$ cat src/rtl/game_pkg.sv
// Package for the penalty-shootout sequencer.
// Holds the screen/phase and mode enums shared with the draw/vga stages,
// and the default number of regulation shots per side.
package game_pkg;

    typedef enum logic [2:0] {
        START   = 3'd0,
        SHOOTER = 3'd1,
        KEEPER  = 3'd2,
        WINNER  = 3'd3,
        LOOSER  = 3'd4
    } g_state;

    typedef enum logic [0:0] {
        SOLO  = 1'b0,
        MULTI = 1'b1
    } g_mode;

    localparam int SHOOT_ROUNDS = 5;

endpackage

$ cat src/rtl/game_fsm_edge_detect.sv
// Rising-edge detector, reusable for button and mouse-click inputs.
// Ports:
//   clk, rst  - clock, synchronous active-high reset
//   sig_i     - level input
//   pulse_o   - one-cycle pulse where sig_i is high and was low last cycle
module edge_detect (
    input  logic clk,
    input  logic rst,
    input  logic sig_i,
    output logic pulse_o
);

    logic sig_q, sig_d;

    always_comb begin
        sig_d = sig_i;
    end

    always_ff @(posedge clk) begin
        if (rst) sig_q <= 1'b0;
        else     sig_q <= sig_d;
    end

    assign pulse_o = sig_i & ~sig_q;

endmodule

$ cat src/rtl/game_fsm.sv
// Penalty-shootout sequencer. Drives game_state/game_mode from the start
// button and resolved shots, keeps goal and round counts, and decides the
// winner once the result can no longer change.
// Ports:
//   clk, rst      - pixel clock, synchronous active-high reset
//   start_btn     - start/confirm button level (rising edge acts)
//   mode_multi    - mode select sampled on the start edge
//   shot_valid    - one-cycle pulse, shot resolved; shot_goal qualifies it
//   game_state    - current screen/phase
//   game_mode     - mode latched at game start
//   player_score  - goals by the player as shooter (saturating)
//   cpu_score     - goals by the opponent (saturating)
//   round_ctr     - completed shot pairs, saturates at 15
//   sudden_death  - set once regulation finished level
module game_fsm
    import game_pkg::*;
#(
    parameter int ROUNDS      = SHOOT_ROUNDS,
    parameter int SCORE_W     = 6,
    parameter int HOLD_CYCLES = 65000000
) (
    input  logic               clk,
    input  logic               rst,
    input  logic               start_btn,
    input  logic               mode_multi,
    input  logic               shot_valid,
    input  logic               shot_goal,
    output g_state             game_state,
    output g_mode              game_mode,
    output logic [SCORE_W-1:0] player_score,
    output logic [SCORE_W-1:0] cpu_score,
    output logic [3:0]         round_ctr,
    output logic               sudden_death
);

    localparam int HOLD_W = $clog2(HOLD_CYCLES + 1);
    typedef logic [SCORE_W:0] wide_t;

    g_state              state_q, state_d;
    g_mode               mode_q, mode_d;
    logic [SCORE_W-1:0]  player_q, player_d, cpu_q, cpu_d;
    logic [3:0]          round_q, round_d, p_shots_q, p_shots_d;
    logic                sd_q, sd_d;
    logic [HOLD_W-1:0]   hold_q, hold_d;

    logic                start_edge;

    // Candidate post-shot values, used by whichever of SHOOTER/KEEPER acts.
    logic [SCORE_W-1:0]  player_inc, cpu_inc;
    logic [3:0]          p_shots_inc, round_inc;
    logic                p_ahead_s, c_ahead_s, p_ahead_k, c_ahead_k;

    edge_detect u_start_edge (
        .clk     (clk),
        .rst     (rst),
        .sig_i   (start_btn),
        .pulse_o (start_edge)
    );

    always_comb begin
        player_inc  = (shot_goal && player_q != '1) ? player_q + SCORE_W'(1) : player_q;
        cpu_inc     = (shot_goal && cpu_q != '1)    ? cpu_q + SCORE_W'(1)    : cpu_q;
        p_shots_inc = (p_shots_q != 4'hf) ? p_shots_q + 4'd1 : p_shots_q;
        round_inc   = (round_q != 4'hf)   ? round_q + 4'd1   : round_q;

        // Regulation verdict: a side wins once the other cannot catch up even
        // by scoring every remaining shot. Shot counts never exceed ROUNDS
        // while in regulation, so the remaining-shot subtraction cannot wrap.
        p_ahead_s = wide_t'(player_inc) > wide_t'(cpu_q) + (wide_t'(ROUNDS) - wide_t'(round_q));
        c_ahead_s = wide_t'(cpu_q) > wide_t'(player_inc) + (wide_t'(ROUNDS) - wide_t'(p_shots_inc));
        p_ahead_k = wide_t'(player_q) > wide_t'(cpu_inc) + (wide_t'(ROUNDS) - wide_t'(round_inc));
        c_ahead_k = wide_t'(cpu_inc) > wide_t'(player_q) + (wide_t'(ROUNDS) - wide_t'(p_shots_q));
    end

    always_comb begin
        state_d   = state_q;
        mode_d    = mode_q;
        player_d  = player_q;
        cpu_d     = cpu_q;
        round_d   = round_q;
        p_shots_d = p_shots_q;
        sd_d      = sd_q;
        hold_d    = hold_q;

        case (state_q)
            START: begin
                if (start_edge) begin
                    state_d   = SHOOTER;
                    mode_d    = mode_multi ? MULTI : SOLO;
                    player_d  = '0;
                    cpu_d     = '0;
                    round_d   = '0;
                    p_shots_d = '0;
                    sd_d      = 1'b0;
                end
            end
            SHOOTER: begin
                if (shot_valid) begin
                    player_d  = player_inc;
                    p_shots_d = p_shots_inc;
                    hold_d    = '0;
                    // Sudden death only decides after the keeper completes the pair.
                    if (!sd_q && p_ahead_s)      state_d = WINNER;
                    else if (!sd_q && c_ahead_s) state_d = LOOSER;
                    else                         state_d = KEEPER;
                end
            end
            KEEPER: begin
                if (shot_valid) begin
                    cpu_d   = cpu_inc;
                    round_d = round_inc;
                    hold_d  = '0;
                    if (sd_q) begin
                        if (player_q > cpu_inc)      state_d = WINNER;
                        else if (cpu_inc > player_q) state_d = LOOSER;
                        else                         state_d = SHOOTER;
                    end else if (p_ahead_k) begin
                        state_d = WINNER;
                    end else if (c_ahead_k) begin
                        state_d = LOOSER;
                    end else begin
                        state_d = SHOOTER;
                        // Undecided after the last regulation pair means level.
                        if (round_inc >= 4'(ROUNDS)) sd_d = 1'b1;
                    end
                end
            end
            WINNER, LOOSER: begin
                if (hold_q < HOLD_W'(HOLD_CYCLES)) hold_d = hold_q + HOLD_W'(1);
                else if (start_edge)               state_d = START;
            end
            default: state_d = START;
        endcase
    end

    always_ff @(posedge clk) begin
        if (rst) begin
            state_q   <= START;
            mode_q    <= SOLO;
            player_q  <= '0;
            cpu_q     <= '0;
            round_q   <= '0;
            p_shots_q <= '0;
            sd_q      <= 1'b0;
            hold_q    <= '0;
        end else begin
            state_q   <= state_d;
            mode_q    <= mode_d;
            player_q  <= player_d;
            cpu_q     <= cpu_d;
            round_q   <= round_d;
            p_shots_q <= p_shots_d;
            sd_q      <= sd_d;
            hold_q    <= hold_d;
        end
    end

    assign game_state   = state_q;
    assign game_mode    = mode_q;
    assign player_score = player_q;
    assign cpu_score    = cpu_q;
    assign round_ctr    = round_q;
    assign sudden_death = sd_q;

endmodule

$ cat config.mk
export PLATFORM = sky130hd
export DESIGN_NAME = game_fsm
export DESIGN_NICKNAME = d
export VERILOG_FILES = /design/src/rtl/game_pkg.sv /design/src/rtl/game_fsm_edge_detect.sv /design/src/rtl/game_fsm.sv
export SDC_FILE = /design/constraint.sdc
export NUM_CORES = 1
export LEC_CHECK = 0
export ABC_AREA = 1
export BUFFER_PORTS_ARGS = -buffer_cell sky130_fd_sc_hd__buf_2
export CORE_MARGIN = 2
export CORE_UTILIZATION = 44
export DETAILED_ROUTE_END_ITERATION = 7
export PLACE_DENSITY_LB_ADDON = 0.08
export SKIP_CTS_REPAIR_TIMING = 1
export SLEW_MARGIN = 10
export SYNTH_ARGS = -nofsm -noshare
export SYNTH_HDL_FRONTEND = slang
export SYNTH_SLANG_ARGS = --single-unit
export TNS_END_PERCENT = 30
$ cat constraint.sdc
create_clock -name clk -period 3.4 [get_ports clk]
set_input_delay 0.68 -clock clk [delete_from_list [all_inputs] [get_ports clk]]
set_output_delay 0.68 -clock clk [all_outputs]
set_load 0.05 [all_outputs]
; Yosys cells after proc, flatten, opt, wreduce, memory -nomap -nowiden
; Index checks and enable logic that the tools add are counted.
[totals]
inputBits = 6
register_bits = 52
elab_cells = 101
[op_classes]
n_reduce_logical = 16
muxes = 38
add_sub_neg = 13
eq_ne = 15
n_bitwise = 2
n_lt_le_gt_ge = 8
[ops]
columns = operator, n
row1 = 2-to-1 mux 26 bit, 2
row2 = one-hot mux 26 bit (2 select lines), 1
row3 = 2-to-1 mux 3 bit, 12
row4 = 2-to-1 mux 6 bit, 5
row5 = adder 6 x 7 -> 7 bit, 4
row6 = greater-than comparator 6 x 7 -> 1 bit, 4
row7 = "adder 26 x 1 -> 26 bit, second input constant", 1
row8 = "< comparator 26 bit, second input constant", 1
row9 = one-hot mux 6 bit (2 select lines), 2
row10 = 2-to-1 mux 4 bit, 5
row11 = "subtractor 3 x 4 -> 5 bit, first input constant", 4
row12 = one-hot mux 4 bit (2 select lines), 2
row13 = "adder 6 x 1 -> 6 bit, second input constant", 2
row14 = greater-than comparator 6 bit, 2
row15 = "!= test 2 bit, second input constant", 6
row16 = "!= test 6 bit, second input constant", 2
row17 = one-hot mux 3 bit (4 select lines), 1
row18 = AND reduction 3 bit, 3
row19 = "adder 4 x 1 -> 4 bit, second input constant", 2
row20 = "!= test 4 bit, second input constant", 2
row21 = 2-to-1 mux 1 bit, 7
row22 = "equality test 3 x 2 -> 1 bit, second input constant", 2
row23 = nonzero test 2 bit, 3
row24 = AND reduction 5 bit, 1
row25 = 12 further kinds, 16

; Longest topological paths before layout
; Gate-level depths: netlist of the first run.
[logic_depth]
depth_word = 10
mapped_depth = 27

; Cells and area by module
; From an unflattened synthesis of the first run, not the netlist that was laid out.
[hier_totals]
hier_cells = 766
area_unflattened_um2 = 5134.9
[by_module_without_submodules]
columns = module, cells_per_inst, instances, area_per_inst_um2
row1 = game_fsm, 762, 1, 5103.6
row2 = edge_detect, 4, 1, 31.3

; Worst setup path before layout of the first run
; OpenSTA, ideal clock, no wires.
[synth_timing]
path_kind = flip-flop to flip-flop
startpoint = register round_q[1] (netlist: round_ctr[1])
endpoint = register state_q[2] (netlist: game_state[2])
path_stages_with_launch = 26
setup_time_ns = 0.132
path_slack_ns = -0.371
required_time_ns = 3.268
arrival_time_ns = 3.639
synth_period_minus_slack_ns = 3.771
cell_sequence = dfxtp_1 -> ha_1 -> nand3_1 -> nand2_1 -> nand2_2 -> ha_1 -> inv_1 -> ha_1 -> a21oi_1 -> nand2_1 -> nand2_1 -> nand2_1 -> a21oi_1 -> xor2_1 -> ha_1 -> nand2_1 -> nor2_1 -> nand2_1 -> a21oi_1 -> nand3_2 -> nand3_1 -> nand2_1 -> nand2_1 -> nand2_1 -> nand2_1 -> a21oi_1
[synth_via]
elab_chain_cells = 9
elab_cells_between_ends = 16
cone_classes = add/sub (5) / order compare (2) / eq/ne (1) / mux (7) / reduce/logical (1)
[synth_rtl]
columns = item, line
row1 = from (decl), game_fsm.sv:42  ; logic [3:0] round_q, round_d, p_shots_q, p_shots_d;
row2 = from (signal assigned), game_fsm.sv:151  ; round_q <= round_d;
row3 = adder 4 x 1 -> 4 bit or != test 4 bit (tied branches), game_fsm.sv:64  ; round_inc = (round_q != 4'hf) ? round_q + 4'd1 : round_q;
row4 = 2-to-1 mux 4 bit, game_fsm.sv:64
row5 = subtractor 3 x 4 -> 5 bit, game_fsm.sv:71  ; p_ahead_k = wide_t'(player_q) > wide_t'(cpu_inc) + (wide_t'(ROUNDS) - wide_t'(round_inc));
row6 = adder 6 x 7 -> 7 bit, game_fsm.sv:71
row7 = greater-than comparator 6 x 7 -> 1 bit, game_fsm.sv:71
row8 = 2-to-1 mux 3 bit, game_fsm.sv:117  ; end else if (p_ahead_k) begin
row9 = 2-to-1 mux 3 bit, game_fsm.sv:113  ; if (sd_q) begin
row10 = 2-to-1 mux 3 bit, game_fsm.sv:109  ; if (shot_valid) begin
row11 = one-hot mux 3 bit (4 select lines) *, game_fsm.sv:85  ; case (state_q)
row12 = to (signal assigned), game_fsm.sv:147  ; state_q <= state_d;
row13 = to (decl), game_fsm.sv:39  ; g_state state_q, state_d;
; Every way passes the cells marked *; elsewhere a longest branch is shown, timed or not. The select of a mux whose other input is x is not followed.
; A chain may end at the register's enable or synchronous reset.

; Final worst setup path of the first run
[layout_timing]
startpoint = register round_q[0] (netlist: round_ctr[0])
endpoint = register state_q[2] (netlist: game_state[2])
; The elaborated chain is that of the path after synthesis.

==> results of run 1 <==
==> cells by family (layout without fill, tap and decap cells) <==
logic type,after synthesis,count (layout),share of synthesized area
AO/OA/AOI/OAI,96,96,0.09949
XOR/XNOR,52,52,0.08876
adder cells (fa/ha/maj),70,70,0.1765
buffers and inverters,115,190,0.08851
flip-flops,52,52,0.2029
multiplexers,1,1,0.002194
AND/OR/NAND/NOR,396,396,0.3416
==> power groups by stage <==
stage	clock, mW	combinational [mW]	sequential, mW
4_1_cts	0.623	0.604	0.637
3_5_place_dp	0	0.603	0.651
3_3_place_gp	0	0.597	0.650
5_1_grt	0.644	0.690	0.640
6_report	0.607	0.620	0.637
2_1_floorplan	0	0.414	0.694
==> critical path: stages (launching register included) <==
cell and delay (ns):
dfxtp_4 0.35, ha_2 0.20, nand3_1 0.12, nand2_1 0.10
nand2_2 0.06, ha_1 0.28, inv_2 0.05, ha_4 0.24
a21oi_2 0.13, nand2_1 0.08, nand2_1 0.07, nand2_1 0.06
a21oi_2 0.15, xor2_1 0.09, ha_1 0.31, nand2_1 0.07
nor2_1 0.08, nand2_1 0.07, a21oi_2 0.14, nand3_2 0.14
nand3_2 0.11, nand2_1 0.06, nand2_1 0.06, nand2_1 0.05
nand2_1 0.07, a21oi_2 0.05
==> sequential cells by signal, indices dropped and copies added (netlist names) <==
register / flops
u_start_edge.sig_q: 1
cpu_score: 6
sudden_death: 1
p_shots_q: 4
hold_q: 26
game_mode: 1
round_ctr: 4
game_state: 3
player_score: 6
==> cell type report <==
cell class | instances | area [sq um]
fill | 1181 | 5250
multi-input combinational | 615 | 3827
sequential | 52 | 1069
timing repair buffer | 82 | 550.5
inverter | 100 | 375.4
tap | 143 | 178.9
clock buffer | 5 | 125.1
clock inverter | 3 | 42.54
==> routing by layer <==
metal / GRT usage / vias to the layer above / part of all wire
met5: 0 / - / 0
met4: 0.05122 / 0 / 0.011
met3: 0.03430 / 12 / 0.037
met2: 0.3721 / 86 / 0.45
met1: 0.3429 / 2449 / 0.50
li1: - / 2700 / -
==> worst max-delay path by stage <==
stage                     slack [ns]  depth (start not counted)       endpoint
after floorplan                -0.02                         25  game_state[1]
after global placement         -0.18                         25  game_state[2]
after detailed placement       -0.34                         25  game_state[2]
after CTS                      -0.17                         27  game_state[2]
after global routing           -0.22                         26  game_state[1]
final                           0.04                         25  game_state[2]
==> synthesized netlist by cell type, drive strengths merged, types with 4 or more instances <==
| cell type | number |
|---|---|
| nand3 | 61 |
| clkbuf | 6 |
| dfxtp | 52 |
| o21ai | 10 |
| fa | 4 |
| nand3b | 4 |
| a21oi | 79 |
| ha | 66 |
| nand2 | 217 |
| clkinv | 4 |
| buf | 9 |
| nor3 | 18 |
| nand4 | 23 |
| xor2 | 35 |
| xnor2 | 17 |
| inv | 96 |
| nor2 | 66 |
==> per-stage QoR <==
step	hold WS (ns)	setup TNS, ns	setup slack [ns]	instances	utilization
2_1_floorplan	0.4653	-0.01773	-0.01773	782	-
3_5_place_dp	0.4770	-1.076	-0.3402	989	0.5067
3_3_place_gp	0.4536	-0.6056	-0.1845	989	0.5067
4_1_cts	0.4873	-0.3924	-0.1699	997	0.5214
6_report	0.4821	0	0.04005	1000	0.5402
5_1_grt	0.5011	-0.6892	-0.2172	1000	0.5402
==> summary.md, run 1 <==
| Metric | Value |
|---|---|
| Post-synth EDFFs | 0 |
| Worst Skew | 0.002184 ns |
| DR iter-0 viols | 360 |
| R2r setup slk | approximately 0.040 ns |
| Req. time, crit path | 3.55 ns |
| Hold path endpoint | game_mode |
| Clk buf depth | 2 |
| Max-slew headroom | 0.2582 |
| Clock Pin Slew Worst Setup and Hold Paths | 0.07 ns |
| Psw | 0.7384 mW |
| Worst r2r src | round_ctr[0] |
| I/O pin count | 27 |
| Max-cap violations | 0 |
| Post-synthesis cell count | 782 |
| Tot Pwr | 1.864 mW |
| Crit. End Element | flip-flop |
| Reg2Reg Capture Point | game_state[2] |
| Worst EP arrival | 3.51 ns |
| Hold Violations, Final | 0 |
| Initial Util | 0.4494 |
| HP Class | flip-flop to flip-flop |
| Root Driver | clkbuf_16 |
| Largest net degree at the start of global routing | 53 |
| GRT Util Overall | 0.2359 |
| DRT antenna net count | 0 |
| Hold Crit Depth | 2 |
| Synth unique cells | 41 |
| Hold Startpoint | game_mode |
| Reg2Reg Depth | 25 |
| Via count | 5,247 |
| Synthesized Nets | between 800 and 900 |
| # DRC | 0 |
| First-pass GRT wire length | 24,190 um |
| Cell Pwr Density | 302.2 nW/um^2 |
| Share of power burned in registers | 0.342 |
| Hpwl dp | 11,210 um |
| Area Overhead vs Synth | 20.21% |
| Combinational share of power | 0.333 |
| Clock Power Share | 0.326 |
| Startpoint types | flip-flop |
| Most common cell after layout, fill and taps aside | nand2_1 |
| Vias per cell | about 5.2 |
| Slew Limit Fails | 0 |
| Leakage | roughly 2.8 nW |
| TritonCTS Sinks | 52 |
| Critical Path Source | round_ctr[0] |
| Core Rows | 39 |
| Synth Register Bits | 52 |
| Worst vdd ir | 452.7 uV |
| Nets | between 900 and 1,000 |
| Top FF cell, synth | dfxtp_1 |
| Synth warnings | 0 |
| Status | complete, no violations |
| Post-place instance area | between 5000 and 6000 sq um |
| Post-synth top area share | 0.2029 |
| CTS tree | yes |
| Avg WL per Cell | 14.69 um |
| Avg Synthesized Cell Area | 6.562 sq um |
| RSZ-0062 raised after global routing | yes |
| Vias in the first global route | 4,908 |
| Period utilization | 0.9882 |
| Final instance area | 6168 sq um |
| Fraction of registers with async set/reset | 0 |
| Pint | 1.126 mW |
| Total gr overflow | 0 |
| Die area | 12,540 sq um |
| Layout cell share with drive strength beyond 1 | 0.2030 |
| Commonest cells after routing, fill and taps aside | nand2_1 (210), inv_1 (82), a21oi_1 (69) |
| Crit Path Class | flip-flop to flip-flop |
| Final min period | 3.360 ns |
| Final setup violation count | 0 |
| Core area | between 10,000 and 15,000 sq um |
| Antenna Cells | 0 |
| Initial antenna violation count | 0 |
| CTS HTree Levels | 2 |
| Sw frac | 0.3961 |
| CTS Buf Count | 5 |
| Die Ht | 112.0 um |
| Sequential fraction of the synthesis area | 0.2029 |
| Pre-Repair DR Iteration Count | 5 |
| Maximum fanout along the worst path | 4 |
| Die width | 112.0 um |
| Area leader, netlist | dfxtp_1 |
| Synth top area cells | dfxtp_1 (20%), ha_1 (16%), nand2_1 (16%), a21oi_1 (7.4%), inv_1 (6.4%) |
| Routed wire length | 14,690 um |
| Worst skew pair latency | 0.31 ns |
| Highest clock rate | 297.6 MHz |
| GPL Wtd Cong | a little under 0.9 |
| Slew @ Worst Pin | 1.113 ns |
| Synth Cell Area | around 5100 sq um |
| PortBufs | 26 |
(Power assumes the default switching activity.)
==> run 2, diff against run 1 <==
--- a/config.mk
+++ b/config.mk
@@ -5,7 +5,6 @@
 export SDC_FILE = /design/constraint.sdc
 export NUM_CORES = 1
 export LEC_CHECK = 0
-export ABC_AREA = 1
 export BUFFER_PORTS_ARGS = -buffer_cell sky130_fd_sc_hd__buf_2
 export CORE_MARGIN = 2
 export CORE_UTILIZATION = 44
==> summary.md, run 2 <==
| Metric | Value |
|---|---|
| Initial Util | 0.4551 (+0.005694) |
| I/O pin count | 27 (unchanged) |
| Post-synth top area share | 0.2340 (+0.03116) |
| Avg WL per Cell | 16.04 um (+9.1%) |
| Highest clock rate | 294.3 MHz (-1.1%) |
| DR iter-0 viols | 194 (-46%) |
| Die area | 10,930 sq um (-13%) |
| Root Driver | clkbuf_8 |
| R2r setup slk | 0.002 ns (-0.04 ns) |
| Worst vdd ir | 316.2 uV (-30%) |
| Avg Synthesized Cell Area | 8.132 sq um (+24%) |
| Slew Limit Fails | 0 (unchanged) |
| Hold path endpoint | hold_q[25] |
| Hpwl dp | 9178 um (-18%) |
| Die width | 104.5 um (-6.6%) |
| CTS Buf Count | 5 (unchanged) |
| GPL Wtd Cong | 0.8895 (+0.32%) |
| Clk buf depth | 2 (unchanged) |
| Synth warnings | 0 (unchanged) |
| Vias per cell | 5.593 (+6.6%) |
| Hold Violations, Final | 0 (unchanged) |
| Final Hold Slack | 0.4613 ns (-0.02077 ns) |
| Status | complete, no violations |
| Req. time, crit path | 3.59 ns (+0.04 ns) |
| Count leader, synth | ha_1 |
| TritonCTS Sinks | 52 (unchanged) |
| Nets | 703 (-25%) |
| Via count | 4,256 (-19%) |
| Maximum fanout along the worst path | 5 (+1) |
| Cell Pwr Density | 303.2 nW/um^2 (+0.33%) |
| First-pass GRT wire length | 20,480 um (-15%) |
| Leakage | 2.526 nW (-8.4%) |
| Synth top area cells | dfxtp_1 (23%), ha_1 (19%), xor2_1 (6.7%), nor2_1 (5.4%), xnor2_1 (4.9%) |
| Core area | 9774 sq um (-14%) |
| Most common cell after layout, fill and taps aside | buf_4 |
| Slew @ Worst Pin | 0.7325 ns (-0.3802 ns) |
| Post-synthesis cell count | 547 (-30%) |
| GRT Util Overall | 0.2295 (-0.006379) |
| Core Rows | 36 (-7.7%) |
| HP Class | flip-flop to flip-flop |
| Fraction of registers with async set/reset | 0 (unchanged) |
| Max-cap violations | 0 (unchanged) |
| DRT antenna net count | 0 (unchanged) |
| Synth unique cells | 51 (+24%) |
| Synth Register Bits | 52 (unchanged) |
| Startpoint types | flip-flop |
| Pre-Repair DR Iteration Count | 5 (unchanged) |
| Post-synth top cells | ha_1 (66), nor2_1 (64), dfxtp_1 (52) |
| Cell Chain, Critical Path | ha_4 -> nand3_4 -> mux2i_4 -> inv_2 -> ha_4 -> xnor2_1 -> ha_1 -> buf_4 -> a21oi_2 -> xor2_1 -> ha_1 -> a21o_1 -> a21oi_2 -> o21ai_2 -> o211a_4 -> nor3_1 -> o32ai_1 |
| Worst skew pair latency | 0.32 ns (about the same) |
| Crit. End Element | flip-flop |
| Worst r2r src | round_ctr[1] |
| Non-Filler Instances | 761 (-24%) |
| Period utilization | 0.9994 (+0.01115) |
| Total gr overflow | 0 (unchanged) |
| Initial antenna violation count | 0 (unchanged) |
| Hold Startpoint | hold_q[25] |
| Vias in the first global route | 4,271 (-13%) |
| Max-slew headroom | 0.5071 (+0.2490) |
| Routed wire length | 12,200 um (-17%) |
| Setup tns final | 0 ns (unchanged) |
| Hold Crit Depth | 2 (unchanged) |
| Die Ht | 104.5 um (-6.6%) |
| Reg with most FFs | hold_q |
| Worst EP arrival | 3.59 ns (+0.08 ns) |
| Reg2Reg Depth | 17 (-32%) |
| Final min period | 3.398 ns (+0.03792 ns) |
| Sequential fraction of the synthesis area | 0.2340 (+0.03116) |
| CTS HTree Levels | 2 (unchanged) |
| CP max-delay cell | dfxtp_4 |
| Clock Pin Slew Worst Setup and Hold Paths | 0.11 ns (+0.04 ns) |
| Layout cell share with drive strength beyond 1 | 0.2659 (+0.06289) |
| Synthesized Nets | 623 (-27%) |
| Reg2Reg Capture Point | game_state[0] |
| CP max stage delay | 0.37 ns (+0.02 ns) |
| Commonest cells after routing, fill and taps aside | buf_4 (64), nor2_1 (63), ha_1 (56) |
| Crit Path Class | flip-flop to flip-flop |
| Top FF cell, synth | dfxtp_1 |
| Area leader, netlist | dfxtp_1 |
| Antenna Cells | 0 (unchanged) |
| PortBufs | 26 (unchanged) |
| # DRC | 0 (unchanged) |
| CTS tree | yes |
| Post-synth EDFFs | 0 (unchanged) |
| Synth Cell Area | 4448 sq um (-13%) |
| Inst Count DP | 745 (-25%) |
| Worst Skew | 0.01035 ns (+0.008168 ns) |
| Largest net degree at the start of global routing | 27 (-49%) |
| RSZ-0062 raised after global routing | yes |
| Finished Core Util | 0.5727 (+0.03249) |
| Area Overhead vs Synth | 25.85% |
| Number of flip-flops under the largest register name | 26 (unchanged) |
| Final setup violation count | 0 (unchanged) |
## run 2: cell count changes after synthesis, moves of 6 or more
cell and change:
o21bai_1 +6, nor2b_1 +7, o21ai_0 +15, inv_2 -8, a21oi_1 -41, nand3_1 -28, a22oi_1 +14, xnor2_1 +8
nor3_1 -8, a21o_1 +16, clkbuf_1 +10, nand2_1 -187, inv_1 -55
## run 2: per-layer routing
metal,wire length [um],track usage
met2,6167,0.4197
met3,397,0.02994
met4,319,0.06660
met1,5320,0.2790
met5,0,0
## run 2: final cells by class
type,count,area [sq um]
Clock inverter,1,8.758
Sequential cell,52,1085
Clock buffer,7,107.6
Timing Repair Buffer,92,633.1
Tap cell,133,166.4
Fill cell,917,4177
Inverter,33,123.9
Multi-Input combinational cell,443,3473
## run 2: report_power, final
part | leakage [nW] | internal, mW | switching [mW]
registers | 0.431 | 0.628 | 0.0493
logic | 2.04 | 0.214 | 0.367
clock network | 0.0596 | 0.212 | 0.227
## run 2: cell families after synthesis
group,after synthesis,synth area share
buffers and inverters,52,0.04444
AOI/OAI and AO/OA,126,0.1857
muxes,6,0.01406
and+or+nand+nor,182,0.2020
DFF,52,0.2340
xor gates and xnor gates,59,0.1162
adders and majority gates,70,0.2037
## run 2: worst max path at each step
stage | start | endpoint | slack [ns] | cells past startpoint
CTS | player_score[0] | game_state[2] | -0.04 | 15
finish | round_ctr[1] | game_state[0] | 0.002 | 17
global route | cpu_score[0] | game_state[2] | -0.10 | 17
detailed placement | shot_goal | sudden_death | -0.17 | 15
floorplan | p_shots_q[0] | game_state[2] | -0.003 | 16
global placement | shot_goal | sudden_death | -0.12 | 15
## run 2: per-stage QoR
| stage | instance area (sq um) | setup slack (ns) | power [mW] |
|---|---|---|---|
| finish | 5598 | 0.002136 | 1.697 |
| detailed placement | 5219 | -0.1738 | 1.234 |
| floorplan | 4563 | -0.003429 | 1.066 |
| global route | 5598 | -0.1045 | 1.799 |
| CTS | 5335 | -0.03628 | 1.678 |
| global placement | 5219 | -0.1175 | 1.223 |
## run 2: critical path, delay by kind of cell, from the launching register on
family,cells,cell delay [ns]
adders and majority gates,4,0.89
buffers and inverters,2,0.24
DFF,1,0.37
and+or+nand+nor,2,0.36
xor gates and xnor gates,2,0.36
AOI/OAI and AO/OA,6,0.80
muxes,1,0.24
